[src/rtl/branch_gen_unit.sv]
// Branch generation unit: decodes direct branches in the fetched pair and steers fetch.
// Optional BL decode as an always-taken branch is enabled by defining BGU_BL_EN.
module branch_gen_unit #(
  parameter int PCW = 9
) (
  input  logic           clk,
  input  logic           rst,
  input  logic [PCW-1:0] PC,
  input  logic           fetch_next_in,
  input  logic [15:0]    p0_IR_in,
  input  logic [15:0]    p1_IR_in,
  input  logic           N,
  input  logic           V,
  input  logic           Z,
  output logic [PCW-1:0] PC_next_out,
  output logic           IR0_invalid_out,
  output logic           reset_S1,
  output logic           is_p0_b
);

  logic [PCW-1:0] pair_pc_q, pair_pc_d;
  logic           flush_q, flush_d;
  logic           odd_pend_q, odd_pend_d;
  logic           odd_now_q, odd_now_d;

  logic           v0, v1;
  logic           take0, take1;
  logic [PCW-1:0] tgt0, tgt1;
  logic [PCW-2:0] seq_hi;

  function automatic logic br_taken(
    input logic [15:0] ir,
    input logic        n,
    input logic        v,
    input logic        z
  );
    logic t;
    t = 1'b0;
    if (ir[15:11] == 5'b00100) begin
      case (ir[10:8])
        3'b000:  t = 1'b1;
        3'b001:  t = z;
        3'b010:  t = !z;
        3'b011:  t = n ^ v;
        3'b100:  t = (n ^ v) | z;
        default: t = 1'b0;
      endcase
    end
`ifdef BGU_BL_EN
    if (ir[15:11] == 5'b01011) t = 1'b1;
`else
`endif
    return t;
  endfunction

  function automatic logic [PCW-1:0] sx8(input logic [7:0] im);
    return {{(PCW-8){im[7]}}, im};
  endfunction

  always_comb begin
    v0     = !flush_q && !IR0_invalid_out;
    v1     = !flush_q && !take0;
    take0  = 1'b0;
    take1  = 1'b0;
    tgt0   = pair_pc_q + PCW'(1) + sx8(p0_IR_in[7:0]);
    tgt1   = pair_pc_q + PCW'(2) + sx8(p1_IR_in[7:0]);
    seq_hi = PC[PCW-1:1] + (PCW-1)'(1);
    take0  = v0 && br_taken(p0_IR_in, N, V, Z);
    v1     = !flush_q && !take0;
    take1  = v1 && br_taken(p1_IR_in, N, V, Z);
    unique case (1'b1)
      take0:   PC_next_out = tgt0;
      take1:   PC_next_out = tgt1;
      default: PC_next_out = {seq_hi, 1'b0};
    endcase
  end

  assign reset_S1        = flush_q;
  assign IR0_invalid_out = odd_now_q && !flush_q;
  assign is_p0_b         = take0;

  always_comb begin
    pair_pc_d  = pair_pc_q;
    flush_d    = flush_q;
    odd_pend_d = odd_pend_q;
    odd_now_d  = odd_now_q;
    if (fetch_next_in) begin
      pair_pc_d  = PC & ~PCW'(1);
      flush_d    = take0 | take1;
      odd_pend_d = (take0 | take1) & PC_next_out[0];
      odd_now_d  = odd_pend_q;
    end
  end

  always_ff @(posedge clk or negedge rst) begin
    if (!rst) begin
      pair_pc_q  <= '0;
      flush_q    <= 1'b1;
      odd_pend_q <= 1'b0;
      odd_now_q  <= 1'b0;
    end else begin
      pair_pc_q  <= pair_pc_d;
      flush_q    <= flush_d;
      odd_pend_q <= odd_pend_d;
      odd_now_q  <= odd_now_d;
    end
  end

endmodule

[config.mk]
export PLATFORM = sky130hd
export DESIGN_NAME = branch_gen_unit
export DESIGN_NICKNAME = d
export VERILOG_FILES = /design/src/rtl/branch_gen_unit.sv
export SDC_FILE = /design/constraint.sdc
export NUM_CORES = 1
export LEC_CHECK = 0
export ABC_AREA = 1
export CAP_MARGIN = 20
export CORE_MARGIN = 10
export CORE_UTILIZATION = 40
export CTS_BUF_LIST = sky130_fd_sc_hd__clkbuf_8
export DETAILED_ROUTE_END_ITERATION = 10
export GPL_TIMING_DRIVEN = 1
export PLACE_DENSITY = 0.82
export SYNTH_ARGS = -nofsm -noshare
export SYNTH_HDL_FRONTEND = slang
export SYNTH_SLANG_ARGS = --single-unit
[constraint.sdc]
create_clock -name clk -period 2.1 [get_ports clk]
set_input_delay 0.21 -clock clk [delete_from_list [all_inputs] [get_ports clk]]
set_output_delay 0.21 -clock clk [all_outputs]
set_load 0.01 [all_outputs]
# [After elaboration in Yosys (flattened, before gate mapping)]
# Cells that the tools add are included.
[op_classes] order_cmp=0 div_mod_pow=0 n_reduce_logical=11 shift=0 muxes=5 bitwise_logic=4 eq_ne=10 add_sub_neg=5 n_mul=0
[op_table] cell="adder 9 bit" n=2
[op_table] cell="case mux 9 bit (2 select lines)" n=1
[op_table] cell="equality test 3 x 2 -> 1 bit (second input constant)" n=4
[op_table] cell="equality test 5 x 3 -> 1 bit (second input constant)" n=2
[op_table] cell="case mux 1 bit (5 select lines)" n=2
[op_table] cell="adder 9 x 1 -> 9 bit (second input constant)" n=1
[op_table] cell="adder 9 x 2 -> 9 bit (second input constant)" n=1
[op_table] cell="adder 8 x 1 -> 8 bit (second input constant)" n=1
[op_table] cell="equality test 3 x 1 -> 1 bit (second input constant)" n=2
[op_table] cell="equality test 3 bit (second input constant)" n=2
[op_table] cell="logical NOT 3 bit" n=2
[op_table] cell="logical AND 1 bit" n=5
[op_table] cell="logical NOT 1 bit" n=4
[op_table] cell="two-way mux 1 bit" n=2
[op_table] cell="bitwise OR 1 bit" n=2
[op_table] cell="bitwise AND 1 bit" n=1
[op_table] cell="XOR 1 bit" n=1
[totals] regBits=11 romBits=0 in_bits=47 mem_bits_rw=0 memories=0 word_cells=39 latchBits=0

# [Logic depth before layout (Yosys ltp)]
# Gate-level depths: netlist of the first run.
[logic_depth] depth_word=10 mapped_depth=14 ltp_nobuf=14

# [Least setup slack after synthesis of the first run]
# Ideal clock, no wire load.
[synth_path] path_type="register to output" start="register pair_pc_q[2]" end="output PC_next_out[8]" path_stages_with_launch=13 required_ns=1.890 slack_ns=0.113 t_arrival_ns=1.777 cell_sequence="dfrtp_1 ha_1 ha_1 inv_1 fa_1 inv_1 nand4_1 nand2_1 nand2_1 nand2_1 inv_1 nand2_1 nand3_1"
[synth_between] elab_chain_len=3 elab_cells_between_ends=5 classes_between="add/sub (4); mux (1)"
[synth_lines] item="start, declared" line="21" rtl="logic [PCW-1:0] pair_pc_q, pair_pc_d;"
[synth_lines] item="start signal, assigned" line="102" rtl="pair_pc_q <= pair_pc_d;"
[synth_lines] item="adder 9 x 2 -> 9 bit / adder 9 x 1 -> 9 bit (equally long branches)" line="66, 65"
[synth_lines] item="adder 9 bit (on tied branches)" line="66, 65"
[synth_lines] item="case mux 9 bit (2 select lines) *" line="71" rtl="unique case (1'b1)"
[synth_lines] item="end, declared" line="15" rtl="output logic [PCW-1:0] PC_next_out,"
# Mark *: on every way between the ends. The rest lies on a longest branch, timed or not.

# [Worst setup path in the final report of the first run]
[layout_path] start="register pair_pc_q[2]" end="output PC_next_out[4]"
# Same word-level chain as after synthesis.

==> impl_results.md, run 1 <==
- Largest cells by area after synthesis: nand2_1, ha_1, dfrtp_1
- Antenna violations before repair: 0
- Clock-pin slew on the worst setup and hold paths: 0.05 ns
- CTS H-Tree Depth: 1
- Startpoint types: register
- Synth Instances: 256
- Clock latency on the worst-skew pair: between 0.2 and 0.25 ns
- Clk_skew: about 0.00015 ns
- Die height: 84.0 um
- Syn Std Cell Area: between 1500 and 2000 sq um
- Worst r2r src: reset_S1
- CP Cell Sequence: ha_4 > ha_4 > inv_2 > fa_2 > buf_4 > buf_6 > xnor2_2 > nand2_1 > nand3_2 > buf_6
- DR iter-0 viols: about 230
- First-pass GRT wire length: about 10000 um
- Final worst setup slack: -0.270 ns
- Post-detailed-route via-to-cell ratio: roughly 5.3
- # rows: 23
- Fin crit share: 113%
- Crit path kind: register to output port
- Max_slew headroom: between 60% and 70%
- Die width: roughly 84 um
- WP data arrival: about 2.2 ns
- WHS: about 0.32 ns
- Sink Count: 11
- Largest net degree at the start of global routing: 13
- CP startpoint: pair_pc_q[2]
- Die footprint: about 7000 sq um
- Commonest non-fill, non-tap cell in the layout: nand2_1
- Worst Hold Class: input port to async pin
- N_diodes: 0
- Fin area: 2930 sq um
- Detailed Routing Iterations Pass 1: 4
- Worst-Margin Slew: a little over 0.5 ns
- CORE AREA: 3970 sq um
- CTS Buffer Depth: 2
- WL final: between 6000 and 7000 um
- Peak VDD IR: approximately 0.41 mV
- Fmax achieved: 422 MHz
- Power Total: about 1.2 mW
- Cell taking the most area after synthesis: nand2_1
- Final-report hold violation count: 0
- DP Wirelength: 4840 um
- Vias in the first global route: 2137
- CP Capture Type: output port
- Setup violations, final: 6
- Global Route Usage Sum: around 17%
- Max incr delay on CP: a little over 0.4 ns
- Share of the synthesized area in the top cell type: 18.1%
- Initial Util: 41.3%
- TritonCTS Buffers: 3
- Critical-path maximum fanout: 3
- Setup TNS: -1.03 ns
- Residual DRC: 0
- Nets: 434
- Register-to-Register Path Depth: 9
- Final Util: approximately three quarters
- Worst R2R End: reset_S1
- Boundary Pins: approximately 60
- Post-synth net total: approximately 330
- Most frequent cells in the layout: nand2_1, buf_4, clkdlybuf4s50_1
- Yosys warnings: 0
- Synthesized area per cell: 6.40 sq um
- Post-synthesis cell type count: 30
- Slew Viols, Final: 0
- CTS tree: built
- IO buf count: between 50 and 60
- Worst Path Required: around 1.9 ns
- RSZ-0062 raised after global routing: true
- Leakage power: about 1.5 nW
- Synthesized flop and latch total: 11
- Outcome: finished with violations
- DR WL/cell: between 15 and 20 um
- Vias: 2170
- Tmin final: between 2 and 2.5 ns
- Max_cap viols: 0
- Share of layout cells above drive strength 1: between 30% and 40%
- Final ANT Viol Nets: 0
- Max stage delay cell, worst path: dfrtp_1
- Post-DP Area: around 2600 sq um
- Cell Pwr Density: around 420 nW/um^2
- GRT overflow: 0
- Reg-to-reg slack, setup: ~0.6 ns
- Failing checks: setup timing
- Layout area overhead: 78.9%
- Clk root buf: clkbuf_8
- Gp weighted congestion: between 0.8 and 0.9
- Register area share after synthesis: ~17%
[how the worst max path moves through the flow]
stage               depth (start not counted)             end  slack (ns)
detailed placement                         15  PC_next_out[8]       -0.71
global placement                           15  PC_next_out[8]       -0.67
CTS                                        13  PC_next_out[8]       -0.19
global route                               13  PC_next_out[8]       -0.35
floorplan                                  12  PC_next_out[8]        0.11
finish                                     10  PC_next_out[4]       -0.27
[cell type report]
cell class              count  area, sq um
well taps                  50         62.6
clock inverters             1         3.75
fillers                   292         1040
multi-input cells         206         1490
repair buffers            105          913
clock buffers               3         41.3
flip-flops and latches     11          277
inverters                  37          149
[cells in the mapped netlist (all sizes together)]
| library cell | n |
|---|---|
| a21o | 2 |
| nand4 | 11 |
| o21bai | 1 |
| buf | 1 |
| or3 | 1 |
| dfrtp | 10 |
| dfstp | 1 |
| nor3 | 1 |
| inv | 37 |
| clkbuf | 1 |
| o21ai | 8 |
| xnor2 | 4 |
| nand3 | 27 |
| or2 | 4 |
| ha | 21 |
| xor2 | 6 |
| a31oi | 1 |
| a21boi | 1 |
| a21oi | 8 |
| fa | 2 |
| nand2 | 85 |
| nor2 | 21 |
| nand3b | 2 |
[through the flow]
stage	instances	worst slack, ns
final	413	-0.270
after global routing	413	-0.353
after CTS	410	-0.191
after detailed placement	401	-0.713
after global placement	401	-0.671
after floorplan	256	0.113
[power breakdown]
group | total (mW) | switching [mW] | internal, mW
Sequential | 0.245 | 0.0175 | 0.228
Clock | 0.201 | 0.0734 | 0.128
Combinational | 0.799 | 0.373 | 0.426
Total | 1.25 | 0.464 | 0.781
[registers in the layout (all words and copies together), names as in the netlist]
register,cells
reset_S1,1
pair_pc_q,8
odd_now_q,1
odd_pend_q,1
[metal layers]
metal / vias up / part of all wire (%) / global-route usage (%)
met1: 986 / 39 / 19.2
met4: 0 / 3.4 / 6.85
met3: 26 / 7.5 / 3.42
met2: 112 / 50 / 30.0
li1: 1046 / - / -
met5: - / 0 / 0
[kinds of logic (layout without fill, tap and decap cells)]
| group | after synthesis | after routing | synth area share [%] |
|---|---|---|---|
| simple gates | 152 | 152 | 42.1 |
| buf+inv | 39 | 146 | 9.85 |
| fa+ha+maj | 23 | 23 | 18.5 |
| compound gates | 21 | 21 | 7.33 |
| flops | 11 | 11 | 16.9 |
| xor+xnor | 10 | 10 | 5.34 |
[repair_timing]
action                                 CTS  global route
setup endpoints to repair               10             9
gates resized for setup                 57            39
hold buffers                             0             0
endpoints found under the hold margin    0             0
pin swaps                               17            16
buffers inserted                         5             4
[critical path: cells and delay by family (launching register included)]
kind | cells | cell delay (ns)
XOR/XNOR | 1 | 0.15
AND/OR/NAND/NOR | 2 | 0.16
flip-flops | 1 | 0.41
buffers and inverters | 4 | 0.40
adder cells (fa/ha/maj) | 3 | 0.79
No activity file was read; power rests on OpenSTA's default activity.
==> inputs of run 2 (changes only) <==
ABC_AREA = 0   (was 1)
CAP_MARGIN = 15   (was 20)
PLACE_DENSITY = 0.83   (was 0.82)
==> impl_results.md, run 2 <==
- Outcome: finished with violations
- Failing checks: setup timing
- CP Depth: 9
- Final ANT Viol Nets: 0
- CTS Buffer Depth: 2
- Worst Path Required: about 1.9 ns
- Slew Viols, Final: 0
- Worst-Margin Slew: around 0.64 ns
- CP bufs+invs: 1
- Initial Util: between 40% and 50%
- Biggest register: pair_pc_q
- Worst r2r src: odd_now_q
- Power Total: 1.32 mW
- Startpoint types: register
- TritonCTS Buffers: 3
- Synthesized flop and latch total: 11
- # rows: 22
- Post-detailed-route via-to-cell ratio: 5.45
- Ys flop type: dfrtp_1
- Clk_skew: a little under 0.003 ns
- Post-synth EDFFs: 0
- Layout area overhead: 91.4%
- Final worst setup slack: -0.607 ns
- Max stage delay cell, worst path: or4b_4
- Setup violations, final: 10
- Yosys warnings: 0
- Most frequent cells in the layout: buf_4, clkdlybuf4s50_1, ha_1
- Global Route Usage Sum: 18.5%
- Tmin final: between 2 and 3 ns
- Detailed Routing Iterations Pass 1: 4
- Share of the synthesized area in the top cell type: 17.5%
- Max FFs per register: 8
- Pre-CTS WS: -1.11 ns
- DP Wirelength: about 4200 um
- Share of layout cells above drive strength 1: around 47%
- Synth Instances: 161
- IO buf count: 57
- CP Capture Type: output port
- Cell taking the most area after synthesis: ha_1
- GRT overflow: 0
- Post-synthesis cell type count: 42
- Commonest cells in the netlist: ha_1, xnor2_1, inv_1, mux2i_1
- Synthesized area per cell: approximately 9.3 sq um
- DR iter-0 viols: 96
- Vias: between 1500 and 2000
- N_diodes: 0
- WP data arrival: 2.50 ns
- Leakage power: approximately 1.4 nW
- First-pass GRT wire length: just under 10000 um
- Die width: between 80 and 90 um
- Largest cells by area after synthesis: ha_1, dfrtp_1, mux2i_1
- Die footprint: ~6600 sq um
- RSZ-0062 raised after global routing: true
- Die height: 81.3 um
- Largest net degree at the start of global routing: 14
- Antenna violations before repair: 0
- Cell Pwr Density: approximately 460 nW/um^2
- Commonest non-fill, non-tap cell in the layout: buf_4
- Register-to-Register Path Depth: 7
- WHS: 0.323 ns
- Most common cell in the synthesized netlist: ha_1
- Vias in the first global route: around 2000
- Crit path kind: register to output port
- Max_cap viols: 0
- CP Cell Sequence: ha_4 > ha_4 > a21o_1 > o21ai_2 > or4b_4 > o311ai_4 > mux2i_1 > mux2i_1 > buf_2
- Clock latency on the worst-skew pair: 0.25 ns
- Max incr delay on CP: 0.49 ns
- Register area share after synthesis: between 10% and 20%
- Final Util: about four fifths
- Gp weighted congestion: about 0.84
- Fin crit share: 129%
- Worst R2R End: odd_pend_q
- Peak VDD IR: ~0.28 mV
- Final-report hold violation count: 0
- Cts hold-fix bufs: 0
- Nets: ~350
- Sink Count: 11
- Syn Std Cell Area: 1500 sq um
- Max_slew headroom: a little under three fifths
- Top delay family on crit path: adder cells
- CTS tree: built
- CORE AREA: approximately 3600 sq um
- Reg-to-reg slack, setup: 0.02 ns
- Clock-pin slew on the worst setup and hold paths: approximately 0.06 ns
- DR WL/cell: 19.3 um
- Post-synth ARST share: 100%
- Worst Hold Class: input port to async pin
- Residual DRC: 0
- Critical-path maximum fanout: 4
- Fmax achieved: between 300 and 400 MHz
- CTS H-Tree Depth: 1
- Post-synth net total: about 230
- Clk root buf: clkbuf_8
- Boundary Pins: around 60
- WL final: roughly 6300 um
run 2: cell types whose count changed in the layout (fill, tap and decap cells not counted), sizes merged, moves of 4 or more:
cell / before / now
o21a: 0 / 4
inv: 38 / 12
mux2i: 0 / 11
buf: 55 / 71
mux2: 0 / 11
nand2: 85 / 4
xnor2: 4 / 12
dlygate4sd2: 4 / 8
nand4: 11 / 0
nand3: 27 / 3
nor2: 21 / 10
clkdlybuf4s50: 42 / 31
run 2: how the worst max path moves through the flow:
stage	startpoint	endpoint	slack, ns
finish	pair_pc_q[4]	PC_next_out[7]	-0.61
global route	pair_pc_q[2]	PC_next_out[8]	-0.67
CTS	pair_pc_q[4]	PC_next_out[7]	-0.58
detailed placement	p1_IR_in[4]	PC_next_out[7]	-1.11
global placement	p1_IR_in[4]	PC_next_out[7]	-0.99
floorplan	pair_pc_q[3]	PC_next_out[7]	-0.18
run 2: logic make-up (layout without fill, tap and decap cells):
logic type | Yosys count | count (layout) | share of synthesized area, %
AOI/OAI and AO/OA | 40 | 40 | 18.4
and+or+nand+nor | 33 | 33 | 12.1
adders and majority gates | 23 | 23 | 20.2
muxes | 22 | 22 | 16.1
xor gates and xnor gates | 19 | 19 | 11.6
buffers and inverters | 13 | 130 | 3.25
DFF | 11 | 11 | 18.4
run 2: metrics by stage:
step / setup TNS (ns) / area [sq um] / cells
floorplan: -0.258 / 1540 / 161
global placement: -7.26 / 2520 / 312
detailed placement: -7.69 / 2520 / 312
CTS: -2.59 / 2800 / 326
global route: -4.06 / 2870 / 326
finish: -3.18 / 2870 / 326
run 2: power breakdown:
part | leakage, nW | internal (mW) | switching, mW
Clock | 0.0269 | 0.130 | 0.103
Sequential | 0.132 | 0.231 | 0.0173
Combinational | 1.20 | 0.464 | 0.377
run 2: timing repair:
item,in CTS,in global routing
pin swaps,28,11
endpoints found under the setup margin,10,11
gates resized for setup,108,18
cloned,0,0
setup buffers,10,1
endpoints found under the hold margin,0,0
run 2: metal layers:
layer / wire length, um / GRT usage [%] / vias up
li1: - / - / 828
met1: 2440 / 19.6 / 861
met2: 3280 / 34.5 / 70
met3: 344 / 3.64 / 19
met4: 241 / 7.61 / 0
met5: 0 / 0 / -
run 2: worst register-to-register path, stage by stage, from the launching register on:
cell	delay [ns]
dfrtp_1	0.38
or4b_4	0.50
nor4_4	0.25
o21ai_1	0.13
buf_4	0.17
buf_6	0.13
mux2i_2	0.15
mux2_4	0.26
run 2: layout make-up:
type / instances / area [sq um]
multi-input cells: 137 / 1470
repair buffers: 115 / 978
fillers: 222 / 759
flip-flops and latches: 11 / 277
well taps: 48 / 60.1
inverters: 11 / 43.8
clock buffers: 3 / 41.3
clock inverters: 1 / 3.75
==> inputs of run 3 (changes only) <==
CORE_UTILIZATION = 45   (was 40)
PLACE_DENSITY = 0.91   (was 0.83)
clock period = 3.42 ns   (was 2.1 ns; I/O delays follow)
==> impl_results.md, run 3 (synthesized netlist as in run 2, its figures left out) <==
- Outcome: finished clean
- Die footprint: roughly 6000 sq um
- Filler Cells Inserted: 256
- Global Route Usage Sum: 14.6%
- CTS tree: built
- Worst-Margin Slew: ~0.6 ns
- Nets: 296
- Startpoint types: input port
- Fmax achieved: between 300 and 400 MHz
- CTS Buffer Depth: 2
- CORE AREA: about 3100 sq um
- Sequential power share: about a quarter
- Peak VDD IR: between 0.15 and 0.2 mV
- Worst Path Required: between 3 and 4 ns
- Commonest non-fill, non-tap cell in the layout: clkdlybuf4s50_1
- Most frequent cells in the layout: clkdlybuf4s50_1, ha_1, inv_1, xnor2_1, mux2i_1
- Residual DRC: 0
- DP Wirelength: ~3700 um
- Detailed Routing Iterations Pass 1: 4
- CP Capture Type: output port
- Setup TNS: 0 ns
- Comb power frac: ~54%
- Seq. cell area: roughly 280 sq um
- WP data arrival: between 2 and 3 ns
- DR iter-0 viols: 64
- Tmin final: around 3.3 ns
- Pre-CTS WS: -0.162 ns
- Critical-path maximum fanout: 3
- Multi-input gate area: approximately 1200 sq um
- Sink Count: 11
- Initial Util: between 40% and 50%
- First-pass GRT wire length: 7280 um
- Clk root buf: clkbuf_8
- CTS H-Tree Depth: 1
- Vias in the first global route: about 1600
- N_diodes: 0
- Psw: around 0.22 mW
- Share of layout cells above drive strength 1: approximately an eighth
- Max_slew headroom: slightly above 60%
- Cell Pwr Density: roughly 280 nW/um^2
- Clock latency on the worst-skew pair: between 0.2 and 0.25 ns
- Crit path kind: input port to output port
- Slew Viols, Final: 0
- Die height: between 70 and 80 um
- Die width: about 80 um
- Setup violations, final: 0
- Max_cap viols: 0
- Worst Hold Class: input port to async pin
- Final-report hold violation count: 0
- Final ANT Viol Nets: 0
- Leakage power: 1.01 nW
- Antenna violations before repair: 0
- Largest net degree at the start of global routing: 14
- GRT overflow: 0
- IO buf count: between 50 and 60
- DR WL/cell: 16.7 um
- WL final: between 4000 and 5000 um
- Clock power share: between 20% and 30%
- Gp weighted congestion: a little over 0.8
- RSZ-0062 raised after global routing: false
- Layout area overhead: 46.4%
- Clock-pin slew on the worst setup and hold paths: about 0.050 ns
- Post-detailed-route via-to-cell ratio: around 5.4
- Fin crit share: 96.1%
- TritonCTS Buffers: 3
- Int Power: 0.404 mW
- Final worst setup slack: 0.133 ns
- Max FFs per register: 8
- Vias: 1465
- Reg-to-reg slack, setup: 1.44 ns
- Biggest register: pair_pc_q
- # rows: 20
- Setup bufs post-CTS: 0
- Clk_skew: approximately 0.0017 ns
- Switch share: 35.0%
- Boundary Pins: 59
-- run 3: cell count changes in the layout (fill, tap and decap cells not counted), sizes merged --
cell and change:
buf -66, dlygate4sd2 -7, dlymetal6s2s -3, clkdlybuf4s50 +24
clkdlybuf4s15 -2, clkbuf +1
-- run 3: through the flow --
stage          instances  power (mW)  hold WS [ns]  utilization [%]  cell area, sq um
2_1_floorplan        161       0.349        0.0464                -              1500
3_3_place_gp         265       0.470         0.488             69.0              2160
3_5_place_dp         265       0.485         0.496             69.0              2160
4_1_cts              269       0.620         0.465             70.3              2200
5_1_grt              269       0.663         0.496             70.3              2200
6_report             269       0.622         0.452             70.3              2200
-- run 3: final timing paths --
path | from | end | cells after the start
max | p0_IR_in[0] | PC_next_out[6] | 9
min | rst | pair_pc_q[4] | 1
max reg2reg | odd_now_q | odd_pend_q | 5
max in group asynchronous | rst | reset_S1 | 1
min reg2reg | odd_pend_q | odd_pend_q | 1
min in group clk | odd_pend_q | odd_pend_q | 1
-- run 3: worst max-delay path: stages --
cell and delay, ns:
clkdlybuf4s50_1 0.47, fa_1 0.50, a211oi_1 0.34, o21bai_1 0.16
a21oi_1 0.24, xnor2_1 0.17, nor2_1 0.06, a21oi_1 0.12
clkdlybuf4s50_1 0.56
-- run 3: what timing repair did --
item,CTS,global route
pin swaps,0,0
resized for setup,2,4
hold buffers,0,0
setup endpoints to repair,2,2
cloned,0,0
-- run 3: metal layers --
layer  vias to the layer above  GRT usage (%)  wire [um]
li1                        726              -          -
met1                       688           16.2       2010
met2                        44           27.2       2240
met3                         7           2.30        165
met4                         0           4.93         69
met5                         -              0          0
-- run 3: cell type report --
cell class                 count  share of cell area [%]
multi-input combinational    137                    53.6
timing repair buffer          62                    27.4
sequential                    11                    12.6
tap                           44                    2.50
clock buffer                   3                    1.88
inverter                      11                    1.88
clock inverter                 1                   0.171
-- run 3: power groups by stage --
stage               logic (mW)  clock network (mW)  registers, mW
global placement         0.316                   0          0.154
CTS                      0.336               0.131          0.153
global route             0.372               0.136          0.155
detailed placement       0.330                   0          0.155
floorplan                0.198                   0          0.152
finish                   0.338               0.131          0.153
